### src/rtl/bcd_disp_pkg.sv
// Shared types and segment constants for the BCD sum display.
// Used by bcd_to_seg and bcd_sum_display.
package bcd_disp_pkg;

  localparam logic [6:0] SEG_0     = 7'h3F;
  localparam logic [6:0] SEG_1     = 7'h06;
  localparam logic [6:0] SEG_2     = 7'h5B;
  localparam logic [6:0] SEG_3     = 7'h4F;
  localparam logic [6:0] SEG_4     = 7'h66;
  localparam logic [6:0] SEG_5     = 7'h6D;
  localparam logic [6:0] SEG_6     = 7'h7D;
  localparam logic [6:0] SEG_7     = 7'h07;
  localparam logic [6:0] SEG_8     = 7'h7F;
  localparam logic [6:0] SEG_9     = 7'h6F;
  localparam logic [6:0] SEG_E     = 7'h79;
  localparam logic [6:0] SEG_BLANK = 7'h00;

  typedef enum logic [1:0] {
    DIG_UNITS = 2'd0,
    DIG_TENS  = 2'd1,
    DIG_HUND  = 2'd2
  } dig_idx_t;

  localparam logic [2:0] AN_UNITS = 3'b110;
  localparam logic [2:0] AN_TENS  = 3'b101;
  localparam logic [2:0] AN_HUND  = 3'b011;
  localparam logic [2:0] AN_NONE  = 3'b111;

  typedef struct packed {
    logic       co;
    logic [3:0] tens;
    logic [3:0] units;
  } held_t;

  function automatic logic [6:0] digit_seg(
    input logic [3:0] d
  );
    logic [6:0] s;
    case (d)
      4'd0:    s = SEG_0;
      4'd1:    s = SEG_1;
      4'd2:    s = SEG_2;
      4'd3:    s = SEG_3;
      4'd4:    s = SEG_4;
      4'd5:    s = SEG_5;
      4'd6:    s = SEG_6;
      4'd7:    s = SEG_7;
      4'd8:    s = SEG_8;
      4'd9:    s = SEG_9;
      default: s = SEG_E;
    endcase
    return s;
  endfunction

endpackage

### src/rtl/bcd_to_seg.sv
// Nibble to 7-segment decoder with blanking.
// A non-BCD nibble always shows "E", even when blank is requested.
module bcd_to_seg
  import bcd_disp_pkg::*;
(
  input  logic [3:0] nibble_i,
  input  logic       blank_i,
  output logic [6:0] seg_o
);

  logic is_e;

  assign is_e = (nibble_i > 4'd9);

  always_comb begin
    seg_o = SEG_BLANK;
    unique case (1'b1)
      is_e:              seg_o = SEG_E;
      (blank_i && !is_e): seg_o = SEG_BLANK;
      default:           seg_o = digit_seg(nibble_i);
    endcase
  end

endmodule

### src/rtl/bcd_sum_display.sv
// Holding register + 3-digit multiplexed 7-segment driver for a BCD sum.
// Define LEADING_ZERO_BLANK_EN to blank leading zero hundreds/tens digits.
module bcd_sum_display
  import bcd_disp_pkg::*;
#(
  parameter int unsigned REFRESH_DIV = 50000
) (
  input  logic       clk,
  input  logic       rst_n,
  input  logic [7:0] sum_in,
  input  logic       co_in,
  input  logic       in_valid,
  output logic [6:0] seg,
  output logic [2:0] an,
  output logic       err
);

  localparam int unsigned CW = $clog2(REFRESH_DIV);
  localparam logic [CW-1:0] CNT_LAST = CW'(REFRESH_DIV - 1);

  held_t      held_q, held_d;
  logic       err_q, err_d;
  logic [CW-1:0] cnt_q, cnt_d;
  dig_idx_t   idx_q, idx_d;
  logic [6:0] seg_q, seg_d;
  logic [2:0] an_q, an_d;

  logic [3:0] nib;
  logic       blank;
  logic       lz_hund;
  logic       lz_tens;
  logic       wrap;

`ifdef LEADING_ZERO_BLANK_EN
  assign lz_hund = ~held_q.co;
  assign lz_tens = ~held_q.co & (held_q.tens == 4'd0);
`else
  assign lz_hund = 1'b0;
  assign lz_tens = 1'b0;
`endif

  assign wrap = (cnt_q == CNT_LAST);

  always_comb begin
    held_d = held_q;
    err_d  = err_q;
    if (in_valid) begin
      held_d = '{co: co_in,
                 tens: sum_in[7:4],
                 units: sum_in[3:0]};
      err_d  = (sum_in[7:4] > 4'd9) |
               (sum_in[3:0] > 4'd9);
    end
  end

  always_comb begin
    cnt_d = wrap ? '0 : cnt_q + CW'(1);
    idx_d = idx_q;
    unique case (idx_q)
      DIG_UNITS: if (wrap) idx_d = DIG_TENS;
      DIG_TENS:  if (wrap) idx_d = DIG_HUND;
      DIG_HUND:  if (wrap) idx_d = DIG_UNITS;
      default:   idx_d = DIG_UNITS;
    endcase
  end

  // Digit select feeds the output registers from the current index.
  always_comb begin
    nib   = held_q.units;
    blank = 1'b0;
    an_d  = AN_UNITS;
    unique case (idx_q)
      DIG_UNITS: begin
        nib   = held_q.units;
        blank = 1'b0;
        an_d  = AN_UNITS;
      end
      DIG_TENS: begin
        nib   = held_q.tens;
        blank = lz_tens;
        an_d  = AN_TENS;
      end
      DIG_HUND: begin
        nib   = {3'b000, held_q.co};
        blank = lz_hund;
        an_d  = AN_HUND;
      end
      default: begin
        nib   = 4'd0;
        blank = 1'b1;
        an_d  = AN_UNITS;
      end
    endcase
  end

  bcd_to_seg u_dec (
    .nibble_i (nib),
    .blank_i  (blank),
    .seg_o    (seg_d)
  );

  always_ff @(posedge clk or negedge rst_n) begin
    if (!rst_n) begin
      held_q <= '0;
      err_q  <= 1'b0;
      cnt_q  <= '0;
      idx_q  <= DIG_UNITS;
      seg_q  <= SEG_BLANK;
      an_q   <= AN_NONE;
    end else begin
      held_q <= held_d;
      err_q  <= err_d;
      cnt_q  <= cnt_d;
      idx_q  <= idx_d;
      seg_q  <= seg_d;
      an_q   <= an_d;
    end
  end

  assign seg = seg_q;
  assign an  = an_q;
  assign err = err_q;

endmodule

### config.mk
export PLATFORM = sky130hd
export DESIGN_NAME = bcd_sum_display
export DESIGN_NICKNAME = d
export VERILOG_FILES = /design/src/rtl/bcd_disp_pkg.sv /design/src/rtl/bcd_to_seg.sv /design/src/rtl/bcd_sum_display.sv
export SDC_FILE = /design/constraint.sdc
export NUM_CORES = 1
export LEC_CHECK = 0
export BUFFER_PORTS_ARGS = -buffer_cell sky130_fd_sc_hd__buf_2
export CORE_MARGIN = 2
export CORE_UTILIZATION = 30
export CTS_CLUSTER_DIAMETER = 100
export DETAILED_ROUTE_END_ITERATION = 10
export RECOVER_POWER = 25
export SETUP_SLACK_MARGIN = 0.15
export SLEW_MARGIN = 25
export SYNTH_ARGS = -nofsm -noshare
export SYNTH_HDL_FRONTEND = slang
export SYNTH_HIERARCHICAL = 1
export SYNTH_SLANG_ARGS = --single-unit
### constraint.sdc
create_clock -name clk -period 2 [get_ports clk]
set_input_delay 0.2 -clock clk [delete_from_list [all_inputs] [get_ports clk]]
set_output_delay 0.2 -clock clk [all_outputs]
set_load 0.05 [all_outputs]
* Yosys cells after proc, flatten, opt, wreduce, memory -nomap -nowiden
Memory sizes are Yosys's and may differ from the RTL's.
Index checks and enable logic that the tools add are counted.
** Storage, ports and cells
- Bits in registers :: 38
- Bits in read-only memories :: 112
- Bits of input ports :: 12
- Word-level logic and storage cells :: 34
- Memories :: 1
** Operators by class
- Add/subtract/negate cells :: 1
- $lt $le $gt $ge :: 3
- Equality and inequality tests :: 6
- Muxes and demuxes :: 9
- Bitwise operators :: 1
- Reductions and logical operators :: 5
** Memories
- (no name shown) :: words 16, width 7, rd ports 1, clocked after Yosys merged registers in 0, wr ports 0, RTL line bcd_disp_pkg.sv:39 : case (d)
** Operator list (count)
- adder 16 x 1 -> 16 bit, second input constant :: 1
- == test 16 bit, second input constant :: 1
- two-way mux 16 bit :: 1
- one-hot mux 7 bit (2 select lines) :: 1
- > comparator 4 bit, second input constant :: 3
- one-hot mux 4 bit (3 select lines) :: 1
- two-way mux 2 bit :: 3
- != test 2 bit, second input constant :: 3
- one-hot mux 2 bit (3 select lines) :: 1
- one-hot mux 3 bit (2 select lines) :: 1
- AND reduction 3 bit :: 1
- OR reduction 3 bit :: 1
- == test 2 x 1 -> 1 bit, second input constant :: 1
- == test 2 bit, second input constant :: 1
- logical NOT 2 bit :: 1
- logical AND 1 bit :: 1
- logical NOT 1 bit :: 1
- two-way mux 1 bit :: 1
- bitwise OR 1 bit :: 1

* Longest topological paths before layout
Gate-level depths: netlist (run 1).
- Depth in word-level cells :: 6
- Mapped depth :: 9
- Depth with buffers taken out :: 9

* Hierarchy
The synthesis (run 1) kept the hierarchy.
** By module, submodules not included
- bcd_sum_display :: instances 1, cells each 124, area an instance 1626.6 sq um, seq. area each 954.7 sq um
- bcd_to_seg :: instances 1, cells each 34, area an instance 250.2 sq um, seq. area each 0.0 sq um

* Least setup slack after synthesis (run 1)
OpenSTA, ideal clock, no wires.
- Path type :: register to register
- Start :: register idx_q[0]
- End :: register seg_q[2], in the netlist seg[2]
- Library setup time :: 0.087 ns
- Arrival :: 1.917 ns
- Required time :: 1.913 ns
- Slack :: -0.004 ns
- Cell stages (with the launch flop) :: 10
- Buffers on the path :: 0
- Clock period less this slack :: 2.004 ns
- Cell sequence :: dfrtp_1 > inv_1 > ha_1 > a222oi_1 > nor2_1 > inv_1 > ha_1 > nor2_1 > o31a_1 > a211oi_2
** Between the ends
- Cells in the longest elaborated chain, start to end :: 6
- Elaborated cells on any way between the ends :: 11
** Ends and longest elaborated chain
- start: declaration :: RTL line bcd_sum_display.sv:24 : dig_idx_t idx_q, idx_d;
- start signal: assignment :: RTL line bcd_sum_display.sv:114 : idx_q <= idx_d;
- == test 2 bit, or another cell as far along :: RTL line bcd_sum_display.sv:72 : unique case (idx_q)
- one-hot mux 4 bit (3 select lines) (*) :: RTL line bcd_sum_display.sv:72
- net nib[0] :: RTL line bcd_sum_display.sv:28 : logic [3:0] nib;
- > comparator 4 bit :: RTL line bcd_to_seg.sv:13 : assign is_e = (nibble_i > 4'd9);
- logical NOT 1 bit :: RTL line bcd_to_seg.sv:19 : (blank_i && !is_e): seg_o = SEG_BLANK;
- logical AND 1 bit :: RTL line bcd_to_seg.sv:19
- one-hot mux 7 bit (2 select lines) (*) :: RTL line bcd_to_seg.sv:17 : unique case (1'b1)
- net seg_d[2] :: RTL line bcd_sum_display.sv:25 : logic [6:0] seg_q, seg_d;
- end signal: assignment :: RTL line bcd_sum_display.sv:115 : seg_q <= seg_d;
- end: declaration :: RTL line bcd_sum_display.sv:25
The timed path passes the listed nets; every way through them passes the cells marked *.
A chain may end at the register's enable or synchronous reset.

* Worst setup path after layout (run 1)
- Start :: register idx_q[0]
- End :: register seg_q[1], in the netlist seg[1]
Same word-level chain as after synthesis.

==> metrics.md, run 1 <==
| Metric | Value |
|---|---|
| Routed wire length | `3580 um` |
| Port buffer count | `22` |
| Core ar. | `approximately 6000 um2` |
| H-tree Lvls | `2` |
| Final count of hold timing violations | `0` |
| Crit. End Element | `flop` |
| Worst EP arrival | `about 2.2 ns` |
| Yosys top cell area share | `46.7%` |
| Clock latency on the worst-skew pair | `0.29 ns` |
| Outcome | `complete, but fails checks` |
| CTS root buffer | `clkbuf_8` |
| Worst Setup Start Kind | `flop` |
| # nets final | `225` |
| CP Class | `reg -> reg` |
| Sequential Power Share | `50.1%` |
| Switching power | `0.456 mW` |
| Die X | `just over 80 um` |
| Netlist cell types | `39` |
| WL/cell | `about 13 um` |
| Clk pin slew, worst setup/hold paths | `approximately 0.07 ns` |
| Final setup fails | `2` |
| Final Instance Area | `2370 um2` |
| DRC | `0` |
| Number of enable flip-flop cells after synthesis | `0` |
| Diodes inserted | `0` |
| CP top delay family | `compound AO/OA/AOI/OAI gates` |
| Top_reg_cell synth | `dfrtp_1` |
| Slowest cell on the critical path | `a222oi_1` |
| Unrepaired setup endpoints after global routing | `true` |
| Sw Share | `27.7%` |
| Initial DRC Count | `65` |
| Comb power frac | `between 10% and 20%` |
| Vias in the first global route | `1352` |
| Worst path cell trace | `inv_2 -> ha_4 -> a222oi_1 -> nor2_2 -> inv_2 -> ha_4 -> nor2_2 -> o31a_1 -> a211oi_2` |
| Fin Setup TNS | `-0.0168 ns` |
| Vias per cell | `4.65` |
| Initial Utilization | `~31%` |
| Pwr per Cell Area | `695 nW/um2` |
| DRT Pass-1 Iters | `4` |
| Most frequent cells in the layout | `34 x dfrtp_1, 21 x buf_2, 14 x buf_4` |
| Initial antenna violation count | `0` |
| Remaining Overflow, GRT | `0` |
| CTS Sinks | `38` |
| CP peak stage delay | `0.43 ns` |
| Crit path buf inv count | `2` |
| # hold bufs at CTS | `0` |
| DR vias | `1278` |
| Pin count of the biggest net entering global routing | `39` |
| Req. time, crit path | `2.20 ns` |
| Post-route ant nets | `0` |
| F_max | `496 MHz` |
| First-pass GRT wire length | `6350 um` |
| P_leak | `about 1.1 nW` |
| Layout cell share with drive strength beyond 1 | `42.5%` |
| Power Internal | `1.19 mW` |
| Most common cell after layout, fill and taps aside | `dfrtp_1` |
| Die Area | `6900 um2` |
| Fin crit share | `101%` |
| CTS tree | `built` |
| Cell Area, Placed | `about 2100 um2` |
| Clock power share | `32.5%` |
| Fill count | `between 500 and 600` |
| Syn nets | `184` |
| Max cap viols | `0` |
| GRT Util Overall | `a little under an eighth` |
| Die height | `83.1 um` |
| Post-route setup slack | `-0.0150 ns` |
| Synth area leaders | `dfrtp_1 47%, ha_1 9.3%, mux2_2 5.4%` |
| Worst min-delay path class | `in -> async` |
| Row count | `28` |
| Ys async rst share | `100%` |
| P&R area growth vs syn | `26.1%` |
| Syn avg cell area | `11.9 um2` |
| Storage cell area | `956 um2` |
| Max VDD drop | `0.297 mV` |
| Mapped Area | `1880 um2` |
| Rel. slew slack | `39.1%` |
| CP max FO | `3` |
| Ports | `23` |
| Multi-input gate area | `967 um2` |
| Synthesized instance count | `158` |
| Failing checks | `setup timing` |
| Yosys top cell by area | `dfrtp_1` |
| Clk_skew | `0.00367 ns` |
| DPL Wire Length | `2450 um` |
| Post-synthesis register bit count | `38` |
| Longest Clk Path Bufs | `2` |
| RD Place Congestion | `approximately 0.74` |
| Register area share after synthesis | `around 51%` |
| Number of synthesis warnings | `6` |
| Internal reg-to-reg setup slack | `-0.02 ns` |
| Measured slew at the worst slew-check pin | `a little over 0.9 ns` |
| Fin. max-slew vios | `0` |
| Min Tclk post-route | `2.02 ns` |
| Total CTS buffers | `5` |
## worst paths after layout
check / start / to / cells past startpoint
worst max-delay path: idx_q[0] / seg[1] / 9
max in group asynchronous: rst_n / idx_q[1] / 1
min in group clk: co_in / held_q[8] / 2
worst min-delay path: rst_n / cnt_q[15] / 1
worst max register to register: idx_q[0] / seg[1] / 9
worst min register to register: cnt_q[0] / cnt_q[0] / 1
## cells in the mapped netlist (all sizes together) (4+ instances only)
| cell | instances |
|---|---|
| inv | 8 |
| xnor2 | 5 |
| o21ai | 7 |
| nand4 | 4 |
| nor2 | 17 |
| nand2 | 7 |
| ha | 14 |
| mux2 | 11 |
| a21oi | 4 |
| and3 | 4 |
| dfrtp | 35 |
| xor2 | 7 |
## power groups by stage
stage	Clock [mW]	Combinational [mW]	Sequential (mW)
2_1_floorplan	0	0.0983	0.911
3_3_place_gp	0	0.252	0.839
3_5_place_dp	0	0.255	0.839
4_1_cts	0.559	0.276	0.824
5_1_grt	0.592	0.314	0.829
6_report	0.535	0.287	0.824
## registers in the layout, summed over array words and instances (netlist names)
name,cells
cnt_q,16
held_q,9
seg,7
an,3
idx_q,2
err,1
## final cells by class
| class | instances | share of cell area (%) |
|---|---|---|
| well taps | 75 | 3.96 |
| inverters | 8 | 1.37 |
| repair buffers | 37 | 9.57 |
| clock inverters | 1 | 0.211 |
| flip-flops and latches | 38 | 40.4 |
| multi-input cells | 109 | 40.9 |
| clock buffers | 7 | 3.65 |
## stage by stage
stage	setup WS, ns	cells	hold slack, ns	util, %	power, mW
6_report	-0.0150	275	0.0360	39.5	1.65
5_1_grt	-0.128	275	0.130	39.5	1.73
4_1_cts	0.0200	271	0.0488	38.5	1.66
3_5_place_dp	-0.0753	260	0.364	35.8	1.09
3_3_place_gp	0.0389	260	0.353	35.8	1.09
2_1_floorplan	0.0522	158	-0.0956	-	1.01
## repair_timing
| item | 4_1_cts | 5_1_grt |
|---|---|---|
| resized for setup | 10 | 9 |
| pin swaps | 8 | 6 |
| endpoints found under the setup margin | 7 | 9 |
| buffers inserted | 3 | 4 |
## routing by layer
| metal | global-route usage [%] | routed length (um) | part of all wire (%) |
|---|---|---|---|
| met1 | 14.1 | 1660 | 46 |
| met2 | 18.4 | 1740 | 49 |
| met3 | 3.48 | 117 | 3.3 |
| met4 | 4.92 | 60 | 1.7 |
| met5 | 0 | 0 | 0 |
## cell families after synthesis
family | after synthesis | synth area share, %
muxes | 12 | 7.53
AOI/OAI and AO/OA | 23 | 8.60
buffers and inverters | 11 | 3.00
DFF | 38 | 50.9
xor gates and xnor gates | 12 | 5.60
and+or+nand+nor | 48 | 15.1
adders and majority gates | 14 | 9.33
(Power assumes the default switching activity.)
==> run 2: changes to the inputs <==
--- a/config.mk
+++ b/config.mk
@@ -10,6 +10,7 @@
 export CORE_UTILIZATION = 30
 export CTS_CLUSTER_DIAMETER = 100
 export DETAILED_ROUTE_END_ITERATION = 10
+export PLACE_DENSITY_LB_ADDON = 0.05
 export RECOVER_POWER = 25
 export SETUP_SLACK_MARGIN = 0.15
 export SLEW_MARGIN = 25
==> run 2 against run 1 <==
Compared with the run above: the flow now finishes without violations; clock power is 19% higher; die area stayed put; routed wire length is 3.3% higher; via count is 0.94% higher; worst setup slack better by 0.083 ns; fmax is 4.3% higher; core utilization is 1.2 points higher; total power is 7.0% higher; cell area is 3.1% higher; critical path depth stayed put; largest power group unchanged.
==> metrics.md, run 2 (synthesis results as in run 1) <==
| Metric | Value |
|---|---|
| Outcome | `complete, no violations (was complete, but fails checks)` |
| Initial Utilization | `31.3% (unchanged)` |
| Die height | `83.1 um (unchanged)` |
| Most common cell after layout, fill and taps aside | `dfrtp_1 (unchanged)` |
| First-pass GRT wire length | `6540 um (was 6350 um)` |
| CTS tree | `built (unchanged)` |
| Longest Clk Path Bufs | `2 (unchanged)` |
| DPL Wire Length | `2670 um (was 2450 um)` |
| Die X | `83.1 um (unchanged)` |
| Design Power | `1.76 mW (was 1.65 mW)` |
| Vias in the first global route | `1345 (was 1352)` |
| CP max FO | `4 (was 3)` |
| Max cap viols | `0 (unchanged)` |
| CP peak stage delay | `0.45 ns (was 0.43 ns)` |
| Crit-path most repeated cell | `ha_4` |
| DRT Pass-1 Iters | `4 (unchanged)` |
| Worst min-delay path class | `in -> async (unchanged)` |
| Total CTS buffers | `5 (unchanged)` |
| CTS Sinks | `38 (unchanged)` |
| Worst EP arrival | `2.15 ns (was 2.22 ns)` |
| Post-route setup slack | `0.0677 ns (was -0.0150 ns)` |
| Fin crit share | `96.6% (was 101%)` |
| Pwr per Cell Area | `722 nW/um2 (was 695 nW/um2)` |
| WL/cell | `13.3 um (was 13.0 um)` |
| H-tree Lvls | `2 (unchanged)` |
| Crit. End Element | `flop (unchanged)` |
| CP top delay family | `compound AO/OA/AOI/OAI gates (unchanged)` |
| Worst path cell trace | `inv_4 -> ha_4 -> a222oi_1 -> nor2_2 -> buf_4 -> ha_4 -> o21bai_4 -> a21boi_4 -> nor2_1 (was inv_2 -> ha_4 -> a222oi_1 -> nor2_2 -> inv_2 -> ha_4 -> nor2_2 -> o31a_1 -> a211oi_2)` |
| Layer with the highest usage | `met2 (unchanged)` |
| Port buffer count | `22 (unchanged)` |
| CTS root buffer | `clkbuf_8 (unchanged)` |
| Measured slew at the worst slew-check pin | `0.948 ns (was 0.913 ns)` |
| Max VDD drop | `0.262 mV (was 0.297 mV)` |
| Die Area | `6900 um2 (unchanged)` |
| Final count of hold timing violations | `0 (unchanged)` |
| # nets final | `228 (was 225)` |
| Min Tclk post-route | `1.93 ns (was 2.02 ns)` |
| Rel. slew slack | `36.8% (was 39.1%)` |
| Initial DRC Count | `61 (was 65)` |
| Routed wire length | `3700 um (was 3580 um)` |
| Fill count | `575 (was 588)` |
| CP Class | `reg -> reg (unchanged)` |
| Most frequent cells in the layout | `33 x dfrtp_1, 21 x buf_2, 17 x buf_4 (was 34 x dfrtp_1, 21 x buf_2, 14 x buf_4)` |
| Largest register FFs | `16 (unchanged)` |
| Diodes inserted | `0 (unchanged)` |
| Multi-input gate area | `996 um2 (was 967 um2)` |
| Fin Setup TNS | `0 ns (was -0.0168 ns)` |
| Min Hold Slack | `0.0398 ns (was 0.0360 ns)` |
| Slowest cell on the critical path | `dfrtp_2 (was a222oi_1)` |
| Largest Register | `cnt_q (unchanged)` |
| Req. time, crit path | `2.21 ns (was 2.20 ns)` |
| Post-place setup slack | `-0.0200 ns (was -0.0753 ns)` |
| DR vias | `1290 (was 1278)` |
| Met2 Use GR | `17.2% (was 18.4%)` |
| Pin count of the biggest net entering global routing | `39 (unchanged)` |
| P_leak | `1.08 nW (was 1.06 nW)` |
| Worst Setup Start Kind | `flop (unchanged)` |
| M3 GR Usage | `3.48% (unchanged)` |
| F_max | `518 MHz (was 496 MHz)` |
| Final Instance Area | `2440 um2 (was 2370 um2)` |
| DRC | `0 (unchanged)` |
| Ports | `23 (unchanged)` |
| Clock latency on the worst-skew pair | `0.29 ns (about the same)` |
| Core ar. | `5990 um2 (unchanged)` |
| GRT Util Overall | `11.8% (was 11.4%)` |
| Storage cell area | `957 um2 (was 956 um2)` |
| Remaining Overflow, GRT | `0 (unchanged)` |
| Vias per cell | `4.64 (was 4.65)` |
| Layout cell share with drive strength beyond 1 | `46.3% (was 42.5%)` |
| Clk pin slew, worst setup/hold paths | `0.08 ns (was 0.07 ns)` |
| P&R area growth vs syn | `30.0% (was 26.1%)` |
| Row count | `28 (unchanged)` |
| RD Place Congestion | `0.729 (was 0.739)` |
| Unrepaired setup endpoints after global routing | `true (unchanged)` |
| M1 GR Usage | `16.2% (was 14.1%)` |
| Final setup fails | `0 (was 2)` |
| Cell Area, Placed | `2170 um2 (was 2140 um2)` |
| Initial antenna violation count | `0 (unchanged)` |
| Clk_skew | `0.0130 ns (was 0.00367 ns)` |
| Crit path buf inv count | `2 (unchanged)` |
| Post-route ant nets | `0 (unchanged)` |
| Fin. max-slew vios | `0 (unchanged)` |
==> run 2: worst paths after layout <==
path / from / endpoint / slack, ns / cells after the start
max: idx_q[0] / seg[0] / 0.07 / 9
min: rst_n / cnt_q[5] / 0.04 / 1
max reg2reg: idx_q[0] / seg[0] / 0.07 / 9
min reg2reg: cnt_q[0] / cnt_q[0] / 0.48 / 1
max in group asynchronous: rst_n / idx_q[0] / 1.31 / 1
min in group clk: sum_in[0] / held_q[0] / 0.14 / 2
==> run 2: worst reg2reg max path, delay by kind of cell, from the launching register on <==
kind                     cells  cell delay (ns)
AO/OA/AOI/OAI                3             0.62
buffers and inverters        2             0.24
adder cells (fa/ha/maj)      2             0.33
AND/OR/NAND/NOR              2             0.22
flip-flops                   1             0.45
==> run 2: area by class of cell <==
class / count / area share [%]
Inverter: 8 / 1.44
Clock inverter: 3 / 1.64
Sequential cell: 38 / 39.2
Clock buffer: 5 / 2.82
Multi-Input combinational cell: 109 / 40.8
Timing Repair Buffer: 40 / 10.2
Tap cell: 75 / 3.85
==> run 2: where the power goes <==
group          switching, mW  internal, mW
combinational          0.189         0.111
clock                  0.271         0.367
sequential            0.0164         0.807
total                  0.476          1.29
==> run 2: per-layer routing <==
metal | vias up | wire [um]
met5 | - | 0
met4 | 0 | 62
met3 | 5 | 137
met2 | 21 | 1680
met1 | 629 | 1820
li1 | 635 | -
==> run 2: per-stage QoR <==
step | utilization, % | cells
after floorplan | - | 158
after CTS | 39.7 | 276
after global placement | 36.3 | 264
after detailed placement | 36.3 | 264
after global routing | 40.7 | 278
final | 40.7 | 278
==> run 2: repair_timing <==
action	in CTS	in global routing
gates resized for setup	15	14
hold buffers	0	0
setup buffers	4	2
pin swaps	10	4
setup endpoints to repair	7	7
cloned	0	0
